===== src/rtl/sha256_pkg.sv =====
// Shared SHA-256 definitions: controller state encoding, default round geometry, initial hash value.
// Latency: n/a (types and constants only).
// Backpressure: n/a.
package sha256_pkg;

  localparam int NUM_ROUNDS_DEF  = 64;
  localparam int SCHED_WORDS_DEF = 16;
  localparam int IDX_W_DEF       = 6;

  typedef enum logic [2:0] {
    IDLE,
    LOADW,
    ROUND,
    FINAL,
    DONE
  } state_t;

  // H0..H7 initial values, index 0 is H0; consumed by the datapath on init_hash
  localparam logic [31:0] SHA256_IV [8] = '{
    32'h6a09e667, 32'hbb67ae85, 32'h3c6ef372, 32'ha54ff53a,
    32'h510e527f, 32'h9b05688c, 32'h1f83d9ab, 32'h5be0cd19
  };

endpackage


===== src/rtl/sha256_round_ctr.sv =====
// Round counter: steps 0..NUM_ROUNDS-1 while enabled, wraps to 0, flags the last round.
// Latency: count updates one cycle after en; wrap is combinational from count and en.
// Backpressure: none; clr dominates en.
module sha256_round_ctr #(
  parameter int NUM_ROUNDS = 64,
  parameter int IDX_W      = 6
) (
  input  logic             clk,
  input  logic             clr,
  input  logic             en,
  output logic [IDX_W-1:0] count,
  output logic             wrap
);

  localparam logic [IDX_W-1:0] LAST_IDX = IDX_W'(NUM_ROUNDS - 1);

  assign wrap = en && (count == LAST_IDX);

  // count advances while enabled; the last round returns to zero for the next block
  always_ff @(posedge clk) begin
    if (clr) begin
      count <= '0;
    end else if (wrap) begin
      count <= '0;
    end else if (en) begin
      count <= count + IDX_W'(1);
    end
  end

endmodule


===== src/rtl/sha256_round_ctrl.sv =====
// SHA-256 compression sequencer: block accept, hash init, working load, 64 rounds, final add, digest hold.
// Latency: accept c0, load_working c1, rounds c2..c65, final_add c66, digest_valid/blk_ready from c67.
// Backpressure: blk_ready only in IDLE; digest_valid held until digest_ack; abort cancels from any state.
module sha256_round_ctrl
  import sha256_pkg::*;
#(
  parameter int NUM_ROUNDS  = NUM_ROUNDS_DEF,
  parameter int SCHED_WORDS = SCHED_WORDS_DEF,
  parameter int IDX_W       = IDX_W_DEF
) (
  input  logic             clk,
  input  logic             rst,
  input  logic             abort,
  input  logic             blk_valid,
  input  logic             blk_first,
  input  logic             blk_last,
  output logic             blk_ready,
  output logic             load_block,
  output logic             init_hash,
  output logic             load_working,
  output logic             round_en,
  output logic [IDX_W-1:0] round_idx,
  output logic             w_sel,
  output logic             final_add,
  output logic             digest_valid,
  input  logic             digest_ack,
  output logic             busy
);

  localparam logic [IDX_W-1:0] SCHED_IDX = IDX_W'(SCHED_WORDS);

  state_t           state;
  logic             chain_valid;
  logic             last_q;
  logic             accept;
  logic             ctr_clr;
  logic             ctr_en;
  logic             ctr_wrap;
  logic [IDX_W-1:0] ctr_q;

  // abort beats a simultaneous offer, so a cancelled cycle never loads a block
  assign blk_ready    = (state == IDLE) && !rst;
  assign accept       = blk_valid && blk_ready && !abort;
  assign load_block   = accept;
  // a non-first block arriving with no chain in flight starts a fresh chain
  assign init_hash    = accept && (blk_first || !chain_valid);
  assign load_working = (state == LOADW);
  assign round_en     = (state == ROUND);
  assign round_idx    = ctr_q;
  assign w_sel        = round_en && (ctr_q >= SCHED_IDX);
  assign final_add    = (state == FINAL);
  assign digest_valid = (state == DONE);
  assign busy         = (state != IDLE);

  assign ctr_clr = rst || abort || load_working;
  assign ctr_en  = round_en;

  sha256_round_ctr #(
    .NUM_ROUNDS (NUM_ROUNDS),
    .IDX_W      (IDX_W)
  ) u_round_ctr (
    .clk   (clk),
    .clr   (ctr_clr),
    .en    (ctr_en),
    .count (ctr_q),
    .wrap  (ctr_wrap)
  );

  // state sequencing plus the chain and last-block latches
  always_ff @(posedge clk) begin
    if (rst || abort) begin
      state       <= IDLE;
      chain_valid <= 1'b0;
      last_q      <= 1'b0;
    end else begin
      case (state)
        IDLE: begin
          if (accept) begin
            last_q <= blk_last;
            state  <= LOADW;
          end
        end
        LOADW: state <= ROUND;
        ROUND: begin
          if (ctr_wrap) state <= FINAL;
        end
        FINAL: begin
          if (last_q) begin
            chain_valid <= 1'b0;
            state       <= DONE;
          end else begin
            chain_valid <= 1'b1;
            state       <= IDLE;
          end
        end
        DONE: begin
          if (digest_ack) state <= IDLE;
        end
        default: state <= IDLE;
      endcase
    end
  end

endmodule

===== config.mk =====
export PLATFORM = sky130hd
export DESIGN_NAME = sha256_round_ctrl
export DESIGN_NICKNAME = d
export VERILOG_FILES = /design/src/rtl/sha256_pkg.sv /design/src/rtl/sha256_round_ctr.sv /design/src/rtl/sha256_round_ctrl.sv
export SDC_FILE = /design/constraint.sdc
export NUM_CORES = 1
export LEC_CHECK = 0
export ABC_AREA = 1
export BUFFER_PORTS_ARGS = -buffer_cell sky130_fd_sc_hd__buf_2
export CORE_AREA = 2 2 41 43
export CTS_CLUSTER_SIZE = 8
export DETAILED_ROUTE_END_ITERATION = 10
export DIE_AREA = 0 0 43 45
export PLACE_DENSITY = 0.77
export SLEW_MARGIN = 20
export SYNTH_ARGS = -nofsm -noshare
export SYNTH_HDL_FRONTEND = slang
export SYNTH_SLANG_ARGS = --single-unit

===== constraint.sdc =====
create_clock -name clk -period 1.1 [get_ports clk]
set_input_delay 0.22 -clock clk [delete_from_list [all_inputs] [get_ports clk]]
set_output_delay 0.22 -clock clk [all_outputs]
set_load 0.02 [all_outputs]

Word level (Yosys, flattened, before mapping)

Index checks and enable logic that the tools add are counted.

Memories kept: 0
Output and inout bits: 15
Flip-flop bits (word level): 11
ROM bits: 0
Logic and storage cells: 37
Bits in latches: 0
Bits in writable memories: 0
Bits of input ports: 7

$mul: 0
$lt $le $gt $ge: 1
Reductions and logical operators: 17
Add/sub/neg operators: 1
Equal/unequal tests: 8
Div/mod/pow operators: 0
Bitwise gates (word level): 0
Muxes and demuxes: 6
Shift operators: 0

Operators with widths:

| cell                                                                     | number |
|---|---|
| 3-bit one-hot mux with 5 select lines                                    | 1 |
| 3-bit 2-to-1 mux                                                         | 4 |
| 6-bit by 1-bit adder with 6-bit output (second input constant)           | 1 |
| 3-bit by 2-bit == test with 1-bit output (second input constant)         | 2 |
| 6-bit == test (second input constant)                                    | 1 |
| 6-bit by 5-bit >= comparator with 1-bit output (second input constant)   | 1 |
| 1-bit logical AND                                                        | 6 |
| 2-bit by 1-bit inequality test with 1-bit output (second input constant) | 2 |
| 3-bit by 1-bit == test with 1-bit output (second input constant)         | 1 |
| 3-bit == test (second input constant)                                    | 1 |
| 1-bit zero test                                                          | 3 |
| 3-bit zero test                                                          | 1 |
| 1-bit logical OR                                                         | 3 |
| 3-bit AND reduction                                                      | 1 |
| 3-bit nonzero test                                                       | 1 |
| 2-bit inequality test (second input constant)                            | 1 |
| 2-bit AND reduction                                                      | 1 |
| 2-bit OR reduction                                                       | 1 |
| 1-bit 2-to-1 mux                                                         | 1 |

Depth between registers and ports, before layout

Depth in word-level cells: 6
Depth in mapped cells: 7
Gate-level depth less buffers: 7

Cells and area by module

From an unflattened synthesis, not the netlist that was laid out.

Cells, all modules: 89
Area, all modules: 593.1 µm²

By module, submodules not included:

| module            | times used | sequential area each (µm²) | cells each | area each (µm²) |
|---|---|---|---|---|
| sha256_round_ctr  | 1          | 120.1                      | 44         | 297.8 |
| sha256_round_ctrl | 1          | 100.1                      | 45         | 295.3 |

Worst setup path after synthesis

No wires, ideal clock.

Path kind: reg-to-output
From: register state[2]
To: output init_hash
Required time: 880 ps
Cell stages (with the launch flop): 6
Path buffers: 0
Arrival: 1,084 ps
Slack: -204 ps
Cell sequence: dfxtp_1 -> inv_1 -> nand2_1 -> nor2_2 -> nand3_2 -> a21oi_1

Word-level cells in the longest chain between the ends: 5

Ends and longest elaborated chain:

| item                           | line                    | RTL |
|---|---|---|
| start: declaration             | sha256_round_ctrl.sv:32 | `state_t state;` |
| start signal: assignment       | sha256_round_ctrl.sv:72 | `state <= IDLE;` |
| start signal: assignment       | sha256_round_ctrl.sv:80 | `state <= LOADW;` |
| start signal: assignment       | sha256_round_ctrl.sv:83 | `LOADW: state <= ROUND;` |
| 3-bit zero test                | sha256_round_ctrl.sv:42 | `assign blk_ready = (state == IDLE) && !rst;` |
| 1-bit logical AND              | sha256_round_ctrl.sv:42 |  |
| 1-bit logical AND (2 in a row) | sha256_round_ctrl.sv:43 | `assign accept = blk_valid && blk_ready && !abort;` |
| 1-bit logical AND              | sha256_round_ctrl.sv:46 | `assign init_hash = accept && (blk_first \|\| !chain_valid);` |
| end: declaration               | sha256_round_ctrl.sv:19 | `output logic init_hash,` |

No other way between the ends.

Worst setup path after layout

From: register state[0]
To: output init_hash

The elaborated chain is that of the path after synthesis.

==> qor.yml <==
routing:
  vias_per_cell: 5.213
  finalWirelength_um: 2183
  first_pass_iters: 5
  drcViolationCount: 0
  vias: 782
  drtIter0Drc: 28
  ant_nets: 0
  wl_per_cell_um: 14.55
critical_path:
  critPathSlowestCell: "dfxtp_2"
  path_cells: "inv_2 > nand2_4 > nor2_4 > nand3_4 > a21oi_4 > buf_6"
  cp.required_ps: 880
  cp.arrival_ps: 1260
  crit_type: "register to output port"
  reg2reg_slack_ps: -240
  cp-end-kind: "output port"
  path_max_fanout: 3
  critPathLaunchType: "register"
  crit_path_max_incr_delay_ps: 340
power_and_ir_drop:
  power_density_mw_per_mm2: 677.6
  p_leak_nw: 0.5486
  total_power_mw: 0.8240
  power_frac_seq_pct: 48.3
  ir_drop_uv: 720.9
  power_switching_mw: 0.2246
  p_int_mw: 0.5994
  swShare_pct: 27.26
  power.share.clock_pct: 35.4
  combPwrFrac_pct: 16.3
placement:
  place_inst: 131
  dp_hpwl_um: 1001
  place.gp.congestion: 0.7818
  port_buffers: 21
  dp_slack_ps: -123.5
yosys:
  yosysTopAreaCell: "dfxtp_1"
  netlist_top_cells_count: "nand2_1, dfxtp_1, inv_1"
  synth-seq-cells: 11
  ys.warnings.count: 0
  yosysSeqAreaShare_pct: 37.69
  synth_top_cell_area_share_pct: 37.69
  syn_inst: 82
  yosysMostFrequentCell: "nand2_1"
  synth_edf_count: 0
  synthesis.nets: 90
  ys_types: 20
  synthArstFlopShare_pct: 0
  yosys_most_used_dff: "dfxtp_1"
  synth_area_leaders: "dfxtp_1, nand2_1, a21oi_1, inv_1, nor2_1"
  syn_area_um2: 584.3
  synth.avg_cell_area_um2: 7.126
sta:
  finalSetupViolCount: 18
  tightest_slew_ps: 295.5
  slew_viol_final: 0
  maxSlewHeadroom_pct: 80.23
  holdWs_ps: 150.7
  rsz0062_at_grt: "true"
  finalCritPeriodShare_pct: 134.4
  period_minus_slack_ps: 1478
  max_freq_ghz: 0.6765
  finalClockSkew_ps: 15.04
  worst_slack_ps: -378.3
  hold_violations: 0
clock_network:
  cts_tree: "built"
  cts_buffers: 3
  clk_pin_slew_ps: 60
  ctsLongestPathBuffers: 2
  clk_latency_ps: 280
  root_buffer: "clkbuf_4"
  htreeDepth: 1
  cts_hold_buffers: 0
  clock-sinks: 11
run_status:
  status: "finished, violations left"
  violations: "negative setup slack"
floorplanning:
  die_width_um: 43
  dieArea_mm2: 0.001935
  ioPinCount: 22
  start_util_pct: 39.71
  rows: 14
  fp.dieH_um: 45
  core_region_area_mm2: 0.001471
global_route:
  grt_pass1_wl_um: 2753
  grt_usage_pct: 19.81
  antenna_found_initial: 0
  grt_pass1_vias: 688
  grt_max_degree: 7
  grt-ovfl-total: 0
cells_and_area:
  drive_gt1_share_pct: 68.66
  layout.nets: 143
  diodes: 0
  syn2layout_area_growth_pct: 108.1
  instances_no_fill: 150
  seq_area_um2: 239.0
  fillerInstances: 77
  multiInputGateArea_um2: 420.4
min_path:
  worstHoldPathType: "input pin to register"
run:
  drv_cap: 0
==> metal layers <==
| metal | vias to the layer above | global-route usage [%] | wire length, um |
|---|---|---|---|
| li1 | 365 | - | - |
| met1 | 374 | 22.91 | 900 |
| met3 | 8 | 5.200 | 104 |
| met2 | 35 | 32.12 | 1117 |
| met5 | - | 0 | 0 |
| met4 | 0 | 13.94 | 61 |
==> repair_timing <==
action,CTS,global route
setup buffers,10,7
resized for setup,48,24
pin swaps,8,7
setup endpoints to repair,19,21
==> path summary, 6_finish.rpt <==
path	cells after the start	from	end
setup / recovery	6	state[0]	init_hash
hold / removal	3	blk_last	last_q
setup reg to reg	7	state[1]	state[2]
hold reg to reg	1	last_q	chain_valid
==> registers in the layout, indices dropped and copies added, names as in the netlist <==
| name | cells |
|---|---|
| chain_valid | 1 |
| last_q | 1 |
| u_round_ctr.count | 6 |
| state | 3 |
==> critical path: cells and delay by family (launching register included) <==
| family | cells | cell delay [ps] |
|---|---|---|
| AND/OR/NAND/NOR | 3 | 300 |
| AO/OA/AOI/OAI | 1 | 130 |
| buffers and inverters | 2 | 220 |
| flip-flops | 1 | 340 |
==> cells in the final DEF (no fill, tap or decap), drive strengths merged, types with 2 or more instances in the layout <==
cell type,instances
buf,48
nand2,19
inv,15
dfxtp,11
nor2,10
a21oi,9
nand3,6
clkbuf,4
o21ai,3
nor3,2
nand4,2
xor2,2
==> layout make-up <==
type / instances / share of cell area, %
clock buffers: 4 / 2.160
multi-input cells: 55 / 34.57
inverters: 16 / 5.658
well taps: 16 / 1.646
flip-flops and latches: 11 / 19.65
repair buffers: 48 / 36.32
==> per-stage QoR <==
step	TNS, ps	utilization, %	area [um^2]
after global routing	-5128	82.65	1216
after floorplan	-74.30	-	631.9
after global placement	-364.7	57.57	847.1
after CTS	-3107	75.26	1107
after detailed placement	-391.0	57.57	847.1
final	-4236	82.65	1216
==> power groups by stage <==
stage / clock [mW] / combinational [mW] / sequential, mW
floorplan: 0 / 0.0483 / 0.409
global placement: 0 / 0.0816 / 0.409
detailed placement: 0 / 0.0830 / 0.409
CTS: 0.287 / 0.119 / 0.397
global route: 0.313 / 0.142 / 0.398
finish: 0.292 / 0.134 / 0.398
==> cell families (layout without fill, tap and decap cells) <==
logic type / Yosys count / after routing / synth area share [%]
AO/OA/AOI/OAI: 12 / 12 / 10.92
XOR/XNOR: 2 / 2 / 2.998
flip-flops: 11 / 11 / 37.69
AND/OR/NAND/NOR: 40 / 40 / 35.97
adder cells (fa/ha/maj): 1 / 1 / 2.141
buffers and inverters: 16 / 68 / 10.28
(Power assumes the default switching activity.)
